File: config.mk
export PLATFORM = sky130hd
export DESIGN_NAME = fc_sample_regs
export DESIGN_NICKNAME = d
export VERILOG_FILES = /design/src/rtl/fc_sample_pkg.sv /design/src/rtl/fc_sample_fifo.sv /design/src/rtl/fc_sample_regs.sv
export SDC_FILE = /design/constraint.sdc
export NUM_CORES = 1
export LEC_CHECK = 0
export BUFFER_PORTS_ARGS = -buffer_cell sky130_fd_sc_hd__buf_2
export CORE_MARGIN = 4
export CORE_UTILIZATION = 51
export DETAILED_ROUTE_END_ITERATION = 6
export GPL_ROUTABILITY_DRIVEN = 0
export PLACE_DENSITY = 0.73
export SLEW_MARGIN = 10
export SYNTH_ARGS = -nofsm -noshare
export SYNTH_HDL_FRONTEND = slang
export SYNTH_SLANG_ARGS = --single-unit
export TNS_END_PERCENT = 10
File: constraint.sdc
create_clock -name clk -period 2.9 [get_ports clk]
set_input_delay 0.435 -clock clk [delete_from_list [all_inputs] [get_ports clk]]
set_output_delay 0.435 -clock clk [all_outputs]
set_load 0.05 [all_outputs]
File: src/rtl/fc_sample_pkg.sv
// fc_sample_pkg: register map and bit positions shared by the frequency-counter sample peripheral.
package fc_sample_pkg;

    typedef enum logic [7:0] {
        OFS_CTRL        = 8'h00,
        OFS_HEAD_REF    = 8'h04,
        OFS_HEAD_SIG    = 8'h08,
        OFS_HEAD_SIGSYS = 8'h0C,
        OFS_STATUS      = 8'h10,
        OFS_POP         = 8'h14,
        OFS_GPIO_IN     = 8'h18
    } reg_ofs_e;

    localparam int CTRL_IRQEN     = 16;
    localparam int CTRL_OVWR      = 17;
    localparam int STAT_EMPTY     = 8;
    localparam int STAT_FULL      = 9;
    localparam int STAT_OVF       = 10;
    localparam int STAT_EPOCH_LSB = 16;

endpackage

File: src/rtl/fc_sample_fifo.sv
// fc_sample_fifo: sample FIFO with drop-newest or drop-oldest behaviour when full.
module fc_sample_fifo #(
    parameter int W = 8,
    parameter int DEPTH = 4,
    localparam int PW = $clog2(DEPTH),
    localparam int CW = PW + 1
) (
    input  logic          clk,
    input  logic          resetn,
    input  logic          push,
    input  logic          pop,
    input  logic          overwrite,
    input  logic [W-1:0]  din,
    output logic [W-1:0]  head,
    output logic [CW-1:0] count,
    output logic          full,
    output logic          empty,
    output logic          ovf
);
    logic [W-1:0]  mem_q [DEPTH];
    logic [W-1:0]  mem_d [DEPTH];
    logic [PW-1:0] rd_q, rd_d, wr_q, wr_d;
    logic [CW-1:0] cnt_q, cnt_d;
    logic          pop_ok, drop_old, wr_en;

    assign count = cnt_q;
    assign full  = cnt_q == CW'(DEPTH);
    assign empty = cnt_q == '0;
    assign head  = empty ? '0 : mem_q[rd_q];

    // A pop frees a slot first, so push+pop on a full FIFO never overflows.
    always_comb begin
        pop_ok   = pop && !empty;
        drop_old = push && full && !pop_ok && overwrite;
        wr_en    = push && (!full || pop_ok || overwrite);
        ovf      = push && full && !pop_ok;
        mem_d    = mem_q;
        if (wr_en) mem_d[wr_q] = din;
        wr_d     = wr_q + PW'(wr_en);
        rd_d     = rd_q + PW'(pop_ok || drop_old);
        cnt_d    = cnt_q + CW'(wr_en) - CW'(pop_ok || drop_old);
    end

    always_ff @(posedge clk or negedge resetn) begin
        if (!resetn) begin
            mem_q <= '{default: '0};
            rd_q  <= '0;
            wr_q  <= '0;
            cnt_q <= '0;
        end else begin
            mem_q <= mem_d;
            rd_q  <= rd_d;
            wr_q  <= wr_d;
            cnt_q <= cnt_d;
        end
    end
endmodule

File: src/rtl/fc_sample_regs.sv
// fc_sample_regs: iomem peripheral exposing buffered frequency-counter samples, GPIO and irq.
module fc_sample_regs
    import fc_sample_pkg::*;
#(
    parameter int SIG_BITS = 32,
    parameter int SYS_BITS = 32,
    parameter int EPOCH_BITS = 8,
    parameter int DEPTH = 4,
    parameter int GPIO_BITS = 6,
    parameter logic [7:0] BASE = 8'h03
) (
    input  logic                 clk,
    input  logic                 resetn,
    input  logic                 in_valid,
    input  logic [SYS_BITS-1:0]  in_ref_sys_cnt,
    input  logic [SIG_BITS-1:0]  in_sig_cnt,
    input  logic [SYS_BITS-1:0]  in_sig_sys_cnt,
    input  logic                 iomem_valid,
    output logic                 iomem_ready,
    input  logic [3:0]           iomem_wstrb,
    input  logic [31:0]          iomem_addr,
    input  logic [31:0]          iomem_wdata,
    output logic [31:0]          iomem_rdata,
    output logic [GPIO_BITS-1:0] gpio_out,
    input  logic                 gpio_in,
    output logic                 irq
);
    localparam int W  = EPOCH_BITS + 2 * SYS_BITS + SIG_BITS;
    localparam int CW = $clog2(DEPTH) + 1;
    localparam logic [31:0] CTRL_MASK = ((32'd1 << GPIO_BITS) - 32'd1) | (32'd3 << CTRL_IRQEN);

    logic [EPOCH_BITS-1:0] epoch_q, epoch_d, h_epoch;
    logic [31:0]           ctrl_q, ctrl_d, rdata_q, rdata_d, rd_val, status;
    logic                  ready_q, ready_d, irq_q, irq_d, ovf_q, ovf_d;
    logic [1:0]            sync_q, sync_d;
    logic                  hit, wr, fifo_pop, fifo_ovf, fifo_full, fifo_empty;
    logic [7:0]            ofs;
    logic [W-1:0]          head;
    logic [CW-1:0]         count;
    logic [SYS_BITS-1:0]   h_ref, h_sigsys;
    logic [SIG_BITS-1:0]   h_sig;
    logic                  unused_bits;

    assign {h_epoch, h_ref, h_sig, h_sigsys} = head;
    assign iomem_ready = ready_q;
    assign iomem_rdata = rdata_q;
    assign irq         = irq_q;
    assign gpio_out    = ctrl_q[GPIO_BITS-1:0];
    assign unused_bits = ^{iomem_addr[23:8], iomem_wstrb[3], iomem_wdata[31:24], iomem_wdata[15:11], iomem_wdata[9:8]};

    fc_sample_fifo #(.W(W), .DEPTH(DEPTH)) u_fifo (
        .clk       (clk),
        .resetn    (resetn),
        .push      (in_valid),
        .pop       (fifo_pop),
        .overwrite (ctrl_q[CTRL_OVWR]),
        .din       ({epoch_q, in_ref_sys_cnt, in_sig_cnt, in_sig_sys_cnt}),
        .head      (head),
        .count     (count),
        .full      (fifo_full),
        .empty     (fifo_empty),
        .ovf       (fifo_ovf)
    );

    always_comb begin
        ofs      = iomem_addr[7:0];
        hit      = iomem_valid && !ready_q && iomem_addr[31:24] == BASE;
        wr       = hit && |iomem_wstrb;
        fifo_pop = wr && ofs == OFS_POP;
        status   = '0;
        status[CW-1:0] = count;
        status[STAT_EMPTY] = fifo_empty;
        status[STAT_FULL]  = fifo_full;
        status[STAT_OVF]   = ovf_q;
        status[STAT_EPOCH_LSB +: EPOCH_BITS] = h_epoch;
        case (ofs)
            OFS_CTRL:        rd_val = ctrl_q;
            OFS_HEAD_REF:    rd_val = 32'(h_ref);
            OFS_HEAD_SIG:    rd_val = 32'(h_sig);
            OFS_HEAD_SIGSYS: rd_val = 32'(h_sigsys);
            OFS_STATUS:      rd_val = status;
            OFS_POP:         rd_val = 32'(epoch_q);
            OFS_GPIO_IN:     rd_val = {31'b0, sync_q[1]};
            default:         rd_val = '0;
        endcase
        ctrl_d = ctrl_q;
        if (wr && ofs == OFS_CTRL && iomem_wstrb[0]) ctrl_d[7:0] = iomem_wdata[7:0];
        if (wr && ofs == OFS_CTRL && iomem_wstrb[2]) ctrl_d[23:16] = iomem_wdata[23:16];
        ctrl_d  = ctrl_d & CTRL_MASK;
        // A same-cycle overflow beats a firmware clear so no drop goes unreported.
        ovf_d   = fifo_ovf || (ovf_q && !(wr && ofs == OFS_STATUS && iomem_wstrb[1] && iomem_wdata[STAT_OVF]));
        epoch_d = epoch_q + EPOCH_BITS'(in_valid);
        sync_d  = {sync_q[0], gpio_in};
        ready_d = hit;
        rdata_d = hit ? rd_val : '0;
        irq_d   = ctrl_q[CTRL_IRQEN] && count != '0;
    end

    always_ff @(posedge clk or negedge resetn) begin
        if (!resetn) begin
            epoch_q <= '0;
            ctrl_q  <= '0;
            rdata_q <= '0;
            ready_q <= 1'b0;
            irq_q   <= 1'b0;
            ovf_q   <= 1'b0;
            sync_q  <= '0;
        end else begin
            epoch_q <= epoch_d;
            ctrl_q  <= ctrl_d;
            rdata_q <= rdata_d;
            ready_q <= ready_d;
            irq_q   <= irq_d;
            ovf_q   <= ovf_d;
            sync_q  <= sync_d;
        end
    end
endmodule

==> flow_summary.yaml, run 1 <==
finish:
  final_util_pct: 59.4
  nets: 2698
  fillers: 3759
  final_cells: 3171
  areaGrowthSynthToFinish_pct: 15.6
  multi_input_area_um2: 10800
  regArea_um2: 11900
  drive_gt1_share_pct: 20.0
timing:
  finalClockSkew_ps: 26.5
  tightest_slew_ps: 917
  slew_headroom_pct: 38.8
  slew_viol_final: 0
  min_period_ps: 2760
  report.final.hold_viol_count: 0
  fmax_mhz: 363
  rsz0062_at_grt: "no"
  setup_viol: 0
  layout_worst_path_cycle_share_pct: 95.1
  fin_setup_tns_ps: 0
power:
  power.internal_mw: 17.0
  net-switching-power_mw: 10.5
  seq_power_share_pct: 39.9
  power_frac_comb_pct: 36.3
  switching_share_pct: 38.1
  peakVddDrop_v: 0.000826
  clockPowerShare_pct: 23.8
  p_per_area_nw_per_um2: 995
  p_leak_nw: 11.9
hold_path:
  hold_class: "in -> reg"
  min-delay-start: "iomem_wdata[17]"
  worstHoldPathCells: 2
  worstHoldEndpoint: "ctrl_q[17]$_DFFE_PN0P_"
floorplan:
  dieHeight_um: 224
  start_util_pct: 51.4
  die_w_um: 224
  die_area_um2: 50300
  row_count: 79
  num_io_pins: 209
  core_um2: 46500
critical_path:
  cp.arrival_ps: 3190
  end_kind: "register"
  timing.rr.end: "u_fifo.mem_q[30]$_DFFE_PN0P_"
  worstRegToRegCells: 5
  rr_startpoint: "u_fifo.count[0]$_DFF_PN0_"
  cp_max_fo: 81
  r2r_slack_ps: 140
  crit_type: "reg -> reg"
  crit_required_ps: 3330
  critPathLaunchType: "register"
drt:
  via_count: 21000
  final_antenna_net_count: 0
  avgRoutedWirePerCell_um: 24.7
  drc_errors: 1
  via_per_inst: 6.64
  dr.pass1.iters: 7
  drt_iter0_markers: 3088
  wirelength_um: 78300
global_route:
  grt_max_degree: 148
  antenna_found_initial: 7
  gr-total-overflow: 0
  grt_usage_pct: 30.3
  grt_pass1_vias: 20200
  grt_pass1_wl_um: 121000
cts:
  numClockSinks: 476
  clk_latency_ps: 610
  htree_levels: 2
  cts-root-buf: "clkbuf_16"
  cts_tree: "yes"
  path_clk_slew_ps: 60
  cts_setup_buffers: 0
  clockBufferDepth: 3
  cts-buffers-inserted: 50
yosys:
  synth_area_um2: 23900
  synth_edf_count: 0
  synth_nets: 2628
  async_reset_ff_share_pct: 100
  ys.flop_type: "dfrtp_1"
  ys_warn_count: 0
  ys_seq_elements: 476
  synth_cells: 2452
  syn_avg_cell_area_um2: 9.74
  synth_cell_types: 56
  yosysSeqAreaShare_pct: 49.9
status:
  violations: "DRC"
  status: "finished with violations"
placed_design:
  dp.cells: 3075
  io_buffer_count: 169
  detailed_place_hpwl_um: 48500
flow_run:
  drv_cap: 0
## synth_stat cells, types with 2 or more instances
master    count  area, µm²
nand2_1     638       2390
dfrtp_1     476      11900
o22ai_1     422       2640
nand3_1     227       1140
clkbuf_1    178        668
nor2b_1     110        688
mux4_2      104       2340
buf_2        50        250
nor2_1       30        113
buf_4        27        203
a22oi_1      22        165
mux2_2       22        248
mux2i_1      17        170
inv_1        11       41.3
buf_1        10       37.5
and3_1        9       56.3
a21oi_1       8       40.0
nand4_1       7       43.8
o21a_1        7       52.6
and2_1        6       37.5
ha_1          6       75.1
nor3_1        6       30.0
xnor2_1       6       52.6
or3_1         4       25.0
xor2_1        4       35.0
a32oi_1       3       26.3
nand3b_1      3       22.5
nor4_4        3       63.8
o21ai_0       3       15.0
o21ba_2       3       30.0
a31oi_1       2       12.5
clkinv_1      2       7.51
nand2b_1      2       12.5
or4_1         2       15.0
## power groups by stage
stage	clock network (mW)	logic [mW]	registers, mW
6_report	6.54	9.97	11.0
5_1_grt	6.86	10.8	11.2
4_1_cts	6.58	9.77	10.9
3_5_place_dp	0	9.67	11.0
3_3_place_gp	0	9.34	10.8
2_1_floorplan	0	6.90	10.4
## flip-flops by register name (all words and copies together), names as in the netlist
register	count
ctrl_q	8
epoch_q	8
iomem_rdata	32
iomem_ready	1
irq	1
ovf_q	1
sync_q	2
u_fifo.count	3
u_fifo.mem_q	416
u_fifo.rd_q	2
u_fifo.wr_q	2
## kinds of logic after synthesis
family          after synthesis  share of synthesized area [%]
flops                       476                           49.9
buf+inv                     279                           5.08
fa+ha+maj                     7                          0.398
compound gates              480                           12.9
mux                         143                           11.6
simple gates               1057                           19.9
xor+xnor                     10                          0.367
## critical path: stages (launching register included)
cell	delay [ps]
dfrtp_1	450
or4b_2	760
a41oi_4	210
buf_4	210
buf_4	670
o22ai_1	230
## cells in the final DEF (no fill, tap or decap), drive strengths merged, types with 2 or more instances in the layout
| cell type | Yosys | layout |
|---|---|---|
| mux2i | 17 | 17 |
| nand3b | 3 | 3 |
| nand3 | 227 | 227 |
| and3 | 9 | 9 |
| a22oi | 22 | 22 |
| a32oi | 3 | 3 |
| buf | 87 | 282 |
| mux2 | 22 | 22 |
| clkinv | 2 | 10 |
| o21ai | 3 | 3 |
| nor4 | 5 | 5 |
| diode | 0 | 3 |
| nand4 | 7 | 7 |
| o21a | 7 | 7 |
| dfrtp | 476 | 476 |
| a21oi | 8 | 8 |
| xnor2 | 6 | 6 |
| inv | 11 | 11 |
| o22ai | 422 | 422 |
| ha | 6 | 6 |
| xor2 | 4 | 4 |
| clkbuf | 179 | 80 |
| nor2b | 110 | 110 |
| nand2b | 2 | 2 |
| nor3 | 6 | 6 |
| or3 | 4 | 4 |
| o21ba | 3 | 3 |
| a31oi | 2 | 2 |
| dlygate4sd3 | 0 | 2 |
| and2 | 6 | 6 |
| nand2 | 638 | 638 |
| nor2 | 30 | 30 |
| or4 | 3 | 3 |
| clkinvlp | 0 | 2 |
| mux4 | 104 | 104 |
## what timing repair did
item / 4_1_cts / 5_1_grt
gates resized for setup: 0 / 0
endpoints found under the hold margin: 39 / 0
hold buffers: 2 / 0
## routing by layer
| layer | global-route usage, % | routed length (µm) | vias to the layer above |
|---|---|---|---|
| met5 | 0 | 42 | - |
| met3 | 7.90 | 9310 | 236 |
| met1 | 42.2 | 29300 | 10400 |
| met4 | 14.5 | 4040 | 6 |
| li1 | - | - | 8918 |
| met2 | 45.0 | 35600 | 1508 |
## how the worst max path moves through the flow
stage,startpoint,slack (ps),to,depth (start not counted)
after detailed placement,iomem_addr[31],-100,u_fifo.count[2]$_DFF_PN0_,11
after CTS,u_fifo.count[0]$_DFF_PN0_,190,u_fifo.mem_q[30]$_DFFE_PN0P_,5
after global routing,u_fifo.count[0]$_DFF_PN0_,50,u_fifo.mem_q[27]$_DFFE_PN0P_,5
after global placement,iomem_addr[31],-110,u_fifo.count[2]$_DFF_PN0_,11
after floorplan,iomem_addr[31],-40,u_fifo.count[2]$_DFF_PN0_,11
final,u_fifo.count[0]$_DFF_PN0_,140,u_fifo.mem_q[30]$_DFFE_PN0P_,5
## metrics by stage
stage | worst slack [ps] | hold slack (ps) | power (mW) | area, µm²
finish | 142 | 72.6 | 27.5 | 27600
global route | 53.4 | 78.0 | 28.8 | 27600
CTS | 192 | 51.8 | 27.2 | 27600
detailed placement | -96.9 | 347 | 20.7 | 25900
global placement | -111 | 342 | 20.1 | 25900
floorplan | -39.6 | 139 | 17.3 | 23900
## final cells by class
cell class                 count  area share [%]
sequential                   476            43.2
tap                          607            2.75
clock inverter                11           0.335
antenna                        3          0.0272
inverter                      13           0.177
clock buffer                  80            5.75
multi-input combinational   1697            39.3
timing repair buffer         284            8.51
Power figures use the tool's default switching activity.
==> run 2: changes to the inputs <==
--- a/config.mk
+++ b/config.mk
@@ -6,11 +6,13 @@
 export NUM_CORES = 1
 export LEC_CHECK = 0
 export BUFFER_PORTS_ARGS = -buffer_cell sky130_fd_sc_hd__buf_2
+export CELL_PAD_IN_SITES_DETAIL_PLACEMENT = 1
+export CELL_PAD_IN_SITES_GLOBAL_PLACEMENT = 1
 export CORE_MARGIN = 4
-export CORE_UTILIZATION = 51
+export CORE_UTILIZATION = 42
 export DETAILED_ROUTE_END_ITERATION = 6
 export GPL_ROUTABILITY_DRIVEN = 0
-export PLACE_DENSITY = 0.73
+export PLACE_DENSITY_LB_ADDON = 0.1
 export SLEW_MARGIN = 10
 export SYNTH_ARGS = -nofsm -noshare
 export SYNTH_HDL_FRONTEND = slang
==> flow_summary.yaml, run 2 (synthesis results as in run 1) <==
placed_design:
  dp_slack_ps: -174
  dp.cells: 3225
  detailed_place_hpwl_um: 57000
  io_buffer_count: 169
drt:
  drc_errors: 0
  via_per_inst: 6.27
  wirelength_um: 91700
  avgRoutedWirePerCell_um: 27.5
  final_antenna_net_count: 0
  dr.pass1.iters: 6
  drt_iter0_markers: 1752
  via_count: 20900
cts:
  cts_tree: "yes"
  htree_levels: 2
  clk_latency_ps: 620
  numClockSinks: 476
  cts-buffers-inserted: 56
  cts-root-buf: "clkbuf_16"
  clockBufferDepth: 3
  path_clk_slew_ps: 60
  cts_setup_buffers: 0
status:
  status: "finished clean"
timing:
  fmax_mhz: 368
  slew_viol_final: 0
  min_period_ps: 2720
  slew_headroom_pct: 42.0
  layout_worst_path_cycle_share_pct: 93.7
  setup_viol: 0
  setup_slack_ps: 184
  report.final.hold_viol_count: 0
  hold_slack_ps: 56.4
  rsz0062_at_grt: "no"
  finalClockSkew_ps: 16.8
  fin_setup_tns_ps: 0
  tightest_slew_ps: 869
floorplan:
  core_um2: 56400
  die_w_um: 246
  die_area_um2: 60700
  num_io_pins: 209
  start_util_pct: 42.3
  dieHeight_um: 246
  row_count: 87
critical_path:
  crit_cells: 5
  path_buf_inv: 2
  crit_required_ps: 3350
  worstRegToRegCells: 5
  timing.rr.end: "u_fifo.mem_q[152]$_DFFE_PN0P_"
  crit_path_max_incr_delay_ps: 700
  end_kind: "register"
  worstSetupStartpoint: "u_fifo.count[2]$_DFF_PN0_"
  critPathLaunchType: "register"
  r2r_slack_ps: 180
  crit_type: "reg -> reg"
  endpoint: "u_fifo.mem_q[152]$_DFFE_PN0P_"
  crit_path_top_delay_cell: "or4b_2"
  cp_top_family: "simple AND/OR/NAND/NOR gates"
  rr_startpoint: "u_fifo.count[2]$_DFF_PN0_"
  path_cells: "or4b_2 -> a41oi_4 -> buf_4 -> buf_12 -> o22ai_1"
  cp.arrival_ps: 3170
  cp_max_fo: 155
global_route:
  antenna_found_initial: 5
  grt_pass1_wl_um: 140000
  grt_usage_pct: 30.1
  grt_pass1_vias: 22000
  gr-total-overflow: 0
  grt_max_degree: 156
hold_path:
  hold_class: "in -> reg"
  worstHoldPathCells: 2
finish:
  final_common_cell: "nand2_1"
  final_util_pct: 49.7
  diodes: 0
  largest-register: "u_fifo.mem_q"
  final_cell_mix: "nand2_1, dfrtp_1, o22ai_1"
  largest_register_ffs: 416
  areaGrowthSynthToFinish_pct: 17.3
  final_cells: 3330
  drive_gt1_share_pct: 20.1
  nets: 2705
flow_run:
  drv_cap: 0
power:
  p_leak_nw: 12.0
  peakVddDrop_v: 0.000609
  p_per_area_nw_per_um2: 1010
## run 2: changes by cell type in the layout (fill, tap and decap cells not counted), sizes merged
cell / before / now
clkbuf: 80 / 90
inv: 11 / 13
buf: 282 / 283
clkinvlp: 2 / 1
bufinv: 1 / 2
diode: 3 / 0
## run 2: area by class of cell
class,count,area (µm²)
timing repair buffer,285,2430
multi-input combinational,1697,10800
tap,756,946
inverter,13,48.8
sequential,476,11900
clock inverter,13,125
fill,6291,28400
clock buffer,90,1700
## run 2: metrics by stage
stage | power (mW) | area (µm²)
2_1_floorplan | 17.3 | 23900
5_1_grt | 29.9 | 28000
3_5_place_dp | 21.1 | 26200
4_1_cts | 28.3 | 28000
3_3_place_gp | 20.6 | 26200
6_report | 28.3 | 28000
## run 2: timing repair
item | 4_1_cts | 5_1_grt
gates resized for setup | 0 | 1
endpoints found under the setup margin | 0 | 1
endpoints found under the hold margin | 39 | 0
hold buffers | 2 | 0
## run 2: worst min path at each step
stage	to	start	slack (ps)
floorplan	ctrl_q[0]$_DFFE_PN0P_	resetn	140
global placement	sync_q[1]$_DFF_PN0_	sync_q[0]$_DFF_PN0_	340
detailed placement	sync_q[1]$_DFF_PN0_	sync_q[0]$_DFF_PN0_	340
CTS	ctrl_q[3]$_DFFE_PN0P_	iomem_wdata[3]	30
global route	ctrl_q[3]$_DFFE_PN0P_	iomem_wdata[3]	40
finish	ctrl_q[3]$_DFFE_PN0P_	iomem_wdata[3]	60
## run 2: routing by layer
layer	track usage, %	part of all wire (%)
met1	43.6	44
met2	47.9	48
met3	4.36	5.7
met4	7.49	2.5
met5	0	0.029
## run 2: power by group
group	leakage (nW)	internal, mW	switching (mW)	total, mW
logic	5.07	3.78	6.35	10.1
registers	6.03	9.38	1.70	11.1
clock network	0.900	4.16	2.93	7.10
